File: config.mk
export PLATFORM = sky130hd
export DESIGN_NAME = lc3_mem_arbiter
export DESIGN_NICKNAME = d
export VERILOG_FILES = /design/src/rtl/lc3_mem_pkg.sv /design/src/rtl/lc3_mem_arb_pick.sv /design/src/rtl/lc3_mem_arbiter.sv
export SDC_FILE = /design/constraint.sdc
export NUM_CORES = 1
export LEC_CHECK = 0
export CORE_ASPECT_RATIO = 0.6
export CORE_UTILIZATION = 41
export DETAILED_ROUTE_END_ITERATION = 8
export GPL_ROUTABILITY_DRIVEN = 0
export PLACE_DENSITY = 0.81
export SYNTH_ARGS = -nofsm -noshare
export SYNTH_HDL_FRONTEND = slang
export SYNTH_SLANG_ARGS = --single-unit
File: constraint.sdc
create_clock -name i_CLK -period 3.2 [get_ports i_CLK]
set_clock_uncertainty 0.1 [all_clocks]
set_input_delay 0.8 -clock i_CLK [delete_from_list [all_inputs] [get_ports i_CLK]]
set_output_delay 0.8 -clock i_CLK [all_outputs]
set_load 0.1 [all_outputs]
File: src/rtl/lc3_mem_pkg.sv
// lc3_mem_pkg
//   Shared definitions for the LC-3 main-memory arbiter:
//   - arb_state_e : sequencing FSM states (IDLE / ACCESS / DONE)
//   - OWNER_CPU / OWNER_LDR : encoding of the grant owner bit
//   - DEFAULT_MEM_LATENCY : default number of memory access cycles
//   - CNT_W : width of the access-cycle counter (covers latency 1..15)
package lc3_mem_pkg;

  typedef enum logic [1:0] {
    IDLE   = 2'd0,
    ACCESS = 2'd1,
    DONE   = 2'd2
  } arb_state_e;

  localparam logic OWNER_CPU = 1'b0;
  localparam logic OWNER_LDR = 1'b1;

  localparam int DEFAULT_MEM_LATENCY = 3;
  localparam int CNT_W               = 4;

endpackage

File: src/rtl/lc3_mem_arb_pick.sv
// lc3_mem_arb_pick
//   Combinational winner selection between the CPU and loader requesters.
//   Configuration macro: LC3_ARB_ROUND_ROBIN_EN
//     defined   : on a tie, grant the requester that was not granted last
//     undefined : fixed priority, the CPU wins every tie
//   A lone requester is always granted.
// Ports:
//   i_cpu_req     in  CPU request
//   i_ldr_req     in  loader request
//   i_last_owner  in  owner of the most recent grant (tie-break history)
//   o_grant_valid out at least one request is present
//   o_winner      out OWNER_CPU / OWNER_LDR
module lc3_mem_arb_pick
  import lc3_mem_pkg::*;
(
  input  logic i_cpu_req,
  input  logic i_ldr_req,
  input  logic i_last_owner,
  output logic o_grant_valid,
  output logic o_winner
);

  logic tie_winner;

`ifdef LC3_ARB_ROUND_ROBIN_EN
  assign tie_winner = ~i_last_owner;
`else
  // History is irrelevant under fixed priority.
  logic unused_last_owner;
  assign unused_last_owner = i_last_owner;
  assign tie_winner        = OWNER_CPU;
`endif

  always_comb begin
    o_grant_valid = i_cpu_req | i_ldr_req;
    o_winner      = OWNER_CPU;
    if (i_cpu_req && i_ldr_req) begin
      o_winner = tie_winner;
    end else if (i_ldr_req) begin
      o_winner = OWNER_LDR;
    end
  end

endmodule

File: src/rtl/lc3_mem_arbiter.sv
// lc3_mem_arbiter
//   Shares the LC-3 single-ported main memory between the CPU memory
//   interface (MAR/MDR) and a program loader/debug port. Each access runs
//   IDLE -> ACCESS (MEM_LATENCY cycles) -> DONE, where the owner's Ready
//   (the LC-3 R bit) pulses for one cycle alongside its registered RData.
//   Configuration macro: LC3_ARB_ROUND_ROBIN_EN (tie policy, see
//   lc3_mem_arb_pick).
// Ports:
//   i_CLK, i_Reset                     clock / async active-high reset
//   i_Cpu_Req/WE/Addr/WData            CPU request, held until Ready
//   o_Cpu_Ready, o_Cpu_RData           CPU completion pulse, read data
//   i_Ldr_Req/WE/Addr/WData            loader request, held until Ready
//   o_Ldr_Ready, o_Ldr_RData           loader completion pulse, read data
//   o_Mem_En, o_Mem_WE                 memory enable / write strobe
//   o_Mem_Addr, o_Mem_WData            latched address / write data
//   i_Mem_RData                        memory read data
//   o_Busy                             FSM not in IDLE
//   o_Owner                            current/last grant (0 CPU, 1 loader)
module lc3_mem_arbiter
  import lc3_mem_pkg::*;
#(
  parameter int MEM_LATENCY = DEFAULT_MEM_LATENCY,
  parameter int ADDR_W      = 16,
  parameter int DATA_W      = 16
) (
  input  logic              i_CLK,
  input  logic              i_Reset,
  input  logic              i_Cpu_Req,
  input  logic              i_Cpu_WE,
  input  logic [ADDR_W-1:0] i_Cpu_Addr,
  input  logic [DATA_W-1:0] i_Cpu_WData,
  output logic              o_Cpu_Ready,
  output logic [DATA_W-1:0] o_Cpu_RData,
  input  logic              i_Ldr_Req,
  input  logic              i_Ldr_WE,
  input  logic [ADDR_W-1:0] i_Ldr_Addr,
  input  logic [DATA_W-1:0] i_Ldr_WData,
  output logic              o_Ldr_Ready,
  output logic [DATA_W-1:0] o_Ldr_RData,
  output logic              o_Mem_En,
  output logic              o_Mem_WE,
  output logic [ADDR_W-1:0] o_Mem_Addr,
  output logic [DATA_W-1:0] o_Mem_WData,
  input  logic [DATA_W-1:0] i_Mem_RData,
  output logic              o_Busy,
  output logic              o_Owner
);

  localparam logic [CNT_W-1:0] LAT_M1 = CNT_W'(MEM_LATENCY - 1);

  arb_state_e        state_q, state_d;
  logic [CNT_W-1:0]  cnt_q, cnt_d;
  logic              we_q, we_d;
  logic [ADDR_W-1:0] addr_q, addr_d;
  logic [DATA_W-1:0] wdata_q, wdata_d;
  logic              owner_q, owner_d;
  logic [DATA_W-1:0] cpu_rdata_q, cpu_rdata_d;
  logic [DATA_W-1:0] ldr_rdata_q, ldr_rdata_d;
  logic              last_owner;
  logic              grant_valid;
  logic              winner;

  // Tie-break history. Round-robin keeps its own register that starts at
  // the loader so the CPU wins the first tie, while o_Owner resets to CPU.
`ifdef LC3_ARB_ROUND_ROBIN_EN
  logic last_q, last_d;

  always_comb begin
    last_d = last_q;
    if (state_q == IDLE && grant_valid) begin
      last_d = winner;
    end
  end

  always_ff @(posedge i_CLK or posedge i_Reset) begin
    if (i_Reset) begin
      last_q <= OWNER_LDR;
    end else begin
      last_q <= last_d;
    end
  end

  assign last_owner = last_q;
`else
  assign last_owner = owner_q;
`endif

  lc3_mem_arb_pick u_pick (
    .i_cpu_req     (i_Cpu_Req),
    .i_ldr_req     (i_Ldr_Req),
    .i_last_owner  (last_owner),
    .o_grant_valid (grant_valid),
    .o_winner      (winner)
  );

  // Request inputs are only looked at in IDLE; from the grant edge on the
  // access runs entirely from the latched copies.
  always_comb begin
    state_d     = state_q;
    cnt_d       = cnt_q;
    we_d        = we_q;
    addr_d      = addr_q;
    wdata_d     = wdata_q;
    owner_d     = owner_q;
    cpu_rdata_d = cpu_rdata_q;
    ldr_rdata_d = ldr_rdata_q;
    case (state_q)
      IDLE: begin
        if (grant_valid) begin
          owner_d = winner;
          cnt_d   = LAT_M1;
          state_d = ACCESS;
          if (winner == OWNER_LDR) begin
            we_d    = i_Ldr_WE;
            addr_d  = i_Ldr_Addr;
            wdata_d = i_Ldr_WData;
          end else begin
            we_d    = i_Cpu_WE;
            addr_d  = i_Cpu_Addr;
            wdata_d = i_Cpu_WData;
          end
        end
      end
      ACCESS: begin
        if (cnt_q == '0) begin
          state_d = DONE;
          if (!we_q) begin
            if (owner_q == OWNER_LDR) begin
              ldr_rdata_d = i_Mem_RData;
            end else begin
              cpu_rdata_d = i_Mem_RData;
            end
          end
        end else begin
          cnt_d = cnt_q - CNT_W'(1);
        end
      end
      DONE: begin
        state_d = IDLE;
      end
      default: begin
        state_d = IDLE;
      end
    endcase
  end

  always_ff @(posedge i_CLK or posedge i_Reset) begin
    if (i_Reset) begin
      state_q     <= IDLE;
      cnt_q       <= '0;
      we_q        <= 1'b0;
      addr_q      <= '0;
      wdata_q     <= '0;
      owner_q     <= OWNER_CPU;
      cpu_rdata_q <= '0;
      ldr_rdata_q <= '0;
    end else begin
      state_q     <= state_d;
      cnt_q       <= cnt_d;
      we_q        <= we_d;
      addr_q      <= addr_d;
      wdata_q     <= wdata_d;
      owner_q     <= owner_d;
      cpu_rdata_q <= cpu_rdata_d;
      ldr_rdata_q <= ldr_rdata_d;
    end
  end

  // Outputs decode registered state only, so no Req reaches an output
  // combinationally. The write strobe is confined to the last ACCESS cycle
  // so each write commits exactly once.
  assign o_Mem_En    = (state_q == ACCESS);
  assign o_Mem_WE    = (state_q == ACCESS) && (cnt_q == '0) && we_q;
  assign o_Mem_Addr  = addr_q;
  assign o_Mem_WData = wdata_q;
  assign o_Busy      = (state_q != IDLE);
  assign o_Owner     = owner_q;
  assign o_Cpu_Ready = (state_q == DONE) && (owner_q == OWNER_CPU);
  assign o_Ldr_Ready = (state_q == DONE) && (owner_q == OWNER_LDR);
  assign o_Cpu_RData = cpu_rdata_q;
  assign o_Ldr_RData = ldr_rdata_q;

endmodule
Word-level counts from Yosys, hierarchy flattened
Cells that the tools add are included.
Widths: inputs -> output; s select.
{"block": "classes", "add_sub_neg": 1, "n_eq_ne": 5, "muxes": 11, "bitwise": 3, "reduce_logical": 14}
{"operator": "$mux 16", "n": 2}
{"operator": "$mux 4", "n": 2}
{"operator": "$pmux 4 s2", "n": 1}
{"operator": "$reduce_and 4->1", "n": 2}
{"operator": "$logic_and 1x1->1", "n": 5}
{"operator": "$logic_not 4->1", "n": 1}
{"operator": "$mux 2", "n": 2}
{"operator": "$ne 2x2->1 const B", "n": 2}
{"operator": "$pmux 2 s2", "n": 1}
{"operator": "$reduce_and 2->1", "n": 2}
{"operator": "$reduce_bool 2->1", "n": 2}
{"operator": "$sub 4x1->4 const B", "n": 1}
{"operator": "$mux 1", "n": 3}
{"operator": "$reduce_and 3->1", "n": 1}
{"operator": "$eq 2x1->1 const B", "n": 1}
{"operator": "$eq 2x2->1 const B", "n": 1}
{"operator": "$logic_not 2->1", "n": 1}
{"operator": "$ne 2x1->1 const B", "n": 1}
{"operator": "$not 1->1", "n": 2}
{"operator": "$or 1x1->1", "n": 1}
{"block": "totals", "reg_bits": 72, "inputBits": 86, "out_inout_bits": 70, "word_cells": 42}

Depth between registers and ports, before layout
{"block": "depth", "depth_word": 3, "ltp_mapped": 7, "depth_no_buf": 5}

Hierarchy
From an unflattened synthesis, not the netlist that was laid out.
{"block": "hier_totals", "cells_unflattened": 254, "area_unflattened_um2": 3111.7}
{"mod": "lc3_mem_arbiter", "n_inst": 1, "cells_per_inst": 252, "area_each_um2": 3099.2, "seq_area_each_um2": 1801.7}
{"mod": "lc3_mem_arb_pick", "n_inst": 1, "cells_per_inst": 2, "area_each_um2": 12.5, "seq_area_each_um2": 0.0}

Least setup slack after synthesis
OpenSTA, ideal clock, no wires.
{"block": "synth_path", "path_type": "reg2out", "from": "register owner_q (netlist: o_Owner)", "to": "output port o_Cpu_Ready", "arrival_time_ps": 3133, "required_ps": 2300, "path_slack_ps": -833, "stages_incl_launch_ff": 2, "n_path_buf": 0, "path_cell_list": "dfrtp_1 -> nor3b_1"}
{"block": "synth_via", "elab_chain_cells": 2}
{"element": "from (decl)", "line_no": "lc3_mem_arbiter.sv:56", "text": "logic owner_q, owner_d;"}
{"element": "from (signal assigned)", "line_no": "lc3_mem_arbiter.sv:163", "text": "owner_q <= owner_d;"}
{"element": "$not 1->1 (no source line)"}
{"element": "$logic_and 1x1->1", "line_no": "lc3_mem_arbiter.sv:178", "text": "assign o_Cpu_Ready = (state_q == DONE) && (owner_q == OWNER_CPU);"}
{"element": "to (decl)", "line_no": "lc3_mem_arbiter.sv:32", "text": "output logic o_Cpu_Ready,"}
Every way passes these cells.

Worst setup path in the final report
{"block": "layout_path", "from": "register cnt_q[0]", "to": "output port o_Mem_WE"}
{"block": "layout_via", "elab_chain_cells": 3}
{"element": "from (decl)", "line_no": "lc3_mem_arbiter.sv:52", "text": "logic [CNT_W-1:0] cnt_q, cnt_d;"}
{"element": "from (signal assigned)", "line_no": "lc3_mem_arbiter.sv:159", "text": "cnt_q <= cnt_d;"}
{"element": "$logic_not 4->1", "line_no": "lc3_mem_arbiter.sv:173", "text": "assign o_Mem_WE = (state_q == ACCESS) && (cnt_q == '0) && we_q;"}
{"element": "$logic_and 1x1->1 (2 in a row)", "line_no": "lc3_mem_arbiter.sv:173"}
{"element": "to (decl)", "line_no": "lc3_mem_arbiter.sv:41", "text": "output logic o_Mem_WE,"}
Every way passes these cells.

==> summary.txt <==
Clocking
  – Number of H-tree levels: 3
  – Clock root buffer: clkbuf_16
  – CTS tree: done
  – Clock-pin slew on the worst setup and hold paths: 0.05 ns
  – Total CTS buffers: 9
  – Number of buffers on the longest clock path: 2
  – Number of hold buffers added after CTS: 0
  – Clock net sink count: 72
  – Worst-skew pair later-pin latency: 0.32 ns
  – Setup Fix Bufs, Post-CTS: 0
  – Post-CTS resize count: 0

STA
  – Maximum frequency from static timing analysis: 381 MHz
  – Final total negative setup slack: 0 ns
  – Count of endpoints failing setup in the final report: 0
  – Time the final worst path needs with I/O delays and setup: 2.62 ns
  – Final cycle utilization of the critical path: 82.0%
  – Worst slew margin relative to its limit: 51.8%
  – Pin slew with the least headroom to its limit: 0.722 ns
  – Final Max Tran Viols: 0
  – RSZ-0062 raised after global routing: no
  – Count of endpoints failing hold in the final timing report: 0

GRT
  – Largest net degree at the start of global routing: 37
  – Aggregate global-route resource usage: 20.3%
  – Global-route track usage on met2: 30.6%
  – Met3 track demand over resource in global routing: 7.63%
  – Overflow left after global routing: 0
  – Most used routing layer: met2
  – Number of antenna violations at the first check in global routing: 0
  – Met1 Resource Use GR: 27.0%
  – Via count of the first global-routing pass: 2515
  – Wire length of the first global-routing pass: 12.7 mm

Setup path
  – Type of destination of the critical path: primary output
  – Arrival time worst endpoint: 1.72 ns
  – Reg2reg setup slack: 0.89 ns
  – CP required: 2.30 ns
  – Max FO, Critical Path: 4
  – RR Startpoint: cnt_q[0]$_DFFE_PP0P_
  – Capture instance of the worst register-to-register path: o_Cpu_RData[15]$_DFFE_PP0P_
  – CP Launch Type: flip-flop
  – Worst Setup Path Type: flip-flop to primary output
  – Reg2reg path depth: 5

Yosys
  – Synthesized net count: 308
  – Synth Register Bits: 72
  – Fraction of the mapped netlist area in adder cells: 0.770%
  – Area share of the leading cell type in the synthesized netlist: 55.5%
  – Area contributors post-synth: dfrtp_1 55%, mux2_2 30%, mux2_4 4.6%
  – Combinational family with the most area after synthesis: multiplexers
  – Synthesized netlist cell count: 220
  – Synth Area in Compound Gates: 1.62%
  – Distinct cells, synth: 28
  – Cell with the most instances after synthesis: mux2_2
  – Synth Area in XOR/XNOR: 0%
  – Dominant synthesized flop cell: dfrtp_1
  – Ranking of synthesized cells by instance count: 87 x mux2_2, 72 x dfrtp_1, 10 x mux2_4
  – Avg Inst Size Synth: 14.8 um2
  – Mux share of post-synthesis cell area: 35.1%
  – Number of flops mapped to enable cells by yosys: 0
  – Fraction of the yosys area taken by sequential cells: 55.5%
  – Post-synth ARST share: 100%
  – Area of the mapped netlist: 0.00325 mm2
  – Post-synthesis cell type with the largest combined area: dfrtp_1
  – Post-synthesis simple-gate area fraction: 4.28%
  – Ys Warns: 0

Finish
  – Final #Nets: 471
  – Area growth from synthesis to final layout: 58.1%
  – Proportion of layout cells with a drive suffix above 1: 50.5%
  – Number of inserted filler cells in the final layout: 538
  – # diodes: 0

Place
  – Final HPWL DP: 5.83 mm
  – Buffers added on ports: 155

Die
  – Die Outline Area: 0.00829 mm2
  – Vertical die dimension: 70.9 um
  – Overall die width: 117 um
  – Starting density of the core: 43.6%
  – Core area: 0.00745 mm2
  – I/O Pins: 156
  – Placement Rows: 24

Job
  – Max cap viols: 0

Status
  – Result of the run: finished clean

Drt
  – Routed Antenna Nets: 0
  – Drt initial violations: 99
  – Final wirelength: 7.75 mm
  – Remaining routing DRC violations: 0
  – Number of optimization iterations in the first detailed-route pass: 4
  – Via density per instance: 4.87
  – Number of vias in the routed layout: 2396
  – Detailed-route wire length per cell: 15.7 um

Hold path
  – Hold Crit Endpoint: o_Ldr_RData[9]$_DFFE_PP0P_
  – Worst Hold Path Cells: 1
  – Class of the most critical hold timing path: flip-flop to flip-flop
  – Hold wc startpoint: o_Ldr_RData[9]$_DFFE_PP0P_
cells in the final DEF (no fill, tap or decap):
cell type / netlist / routed
a21oi_1: 3 / 3
and3_1: 1 / 1
and3b_1: 1 / 1
buf_12: 1 / 3
buf_4: 0 / 74
bufinv_16: 0 / 3
clkbuf_16: 0 / 9
clkdlybuf4s50_1: 0 / 85
clkinv_2: 0 / 4
dfrtp_1: 72 / 72
ha_1: 2 / 2
inv_1: 6 / 5
inv_2: 0 / 1
mux2_1: 1 / 1
mux2_2: 87 / 87
mux2_4: 10 / 10
nand2_1: 1 / 1
nand2b_1: 1 / 1
nand3_1: 3 / 3
nand4b_1: 1 / 1
nor2_1: 6 / 5
nor2_4: 0 / 1
nor2b_1: 2 / 1
nor2b_4: 0 / 1
nor3_1: 2 / 2
nor3b_1: 2 / 1
nor3b_2: 0 / 1
o211ai_1: 1 / 1
o21ai_0: 3 / 3
o22ai_1: 1 / 1
o31a_1: 1 / 1
or3b_4: 1 / 1
or4_1: 1 / 1
or4_4: 1 / 1
layout make-up:
class / instances / area (um2) / area share (%)
Multi-Input combinational cell: 132 / 1380 / 26.8
Clock buffer: 9 / 225 / 4.39
Clock inverter: 7 / 110 / 2.14
Tap cell: 104 / 130 / 2.53
Timing Repair Buffer: 162 / 1470 / 28.6
Inverter: 6 / 22.5 / 0.439
Sequential cell: 72 / 1800 / 35.1
state kept, by name, summed over array words and instances (netlist names):
name and flops:
we_q 1, o_Ldr_RData 16, o_Cpu_RData 16, state_q 2, cnt_q 4, o_Owner 1, o_Mem_WData 16, o_Mem_Addr 16
kinds of logic after synthesis:
group	count (synthesis)
buffers and inverters	16
and+or+nand+nor	23
adders and majority gates	2
AOI/OAI and AO/OA	9
muxes	98
DFF	72
critical path, stage by stage (launching register included):
cell,delay [ns]
dfrtp_1,0.38
inv_1,0.11
ha_1,0.21
nor3b_1,0.25
and3_1,0.26
buf_12,0.19
layer usage:
layer | share of wire [%] | vias to the layer above
met5 | 0 | -
met4 | 1.2 | 0
met3 | 8.2 | 9
met2 | 45 | 87
met1 | 45 | 1180
li1 | - | 1120
worst max path at each step:
stage	depth (start not counted)	slack, ns	from	to
global placement	5	0.62	i_Ldr_Req	o_Mem_WData[6]$_DFFE_PP0P_
global route	5	0.50	cnt_q[0]$_DFFE_PP0P_	o_Mem_WE
detailed placement	5	0.55	i_Ldr_Req	o_Mem_Addr[12]$_DFFE_PP0P_
finish	5	0.58	cnt_q[0]$_DFFE_PP0P_	o_Mem_WE
CTS	5	0.59	cnt_q[0]$_DFFE_PP0P_	o_Mem_WE
floorplan	3	0.11	state_q[1]$_DFFE_PP0P_	o_Mem_WE
through the flow:
step	area, um2	setup WS (ns)	util, %	hold slack (ns)	cells
2_1_floorplan	3250	0.107	-	0.399	220
3_3_place_gp	4800	0.617	64.4	0.377	476
3_5_place_dp	4800	0.555	64.4	0.394	476
4_1_cts	5130	0.589	68.9	0.406	492
5_1_grt	5130	0.501	68.9	0.421	492
6_report	5130	0.575	68.9	0.403	492
Power is left out: the tool's default activity adds up to more than one toggle a clock period on the data nets, which glitch-free logic cannot reach.
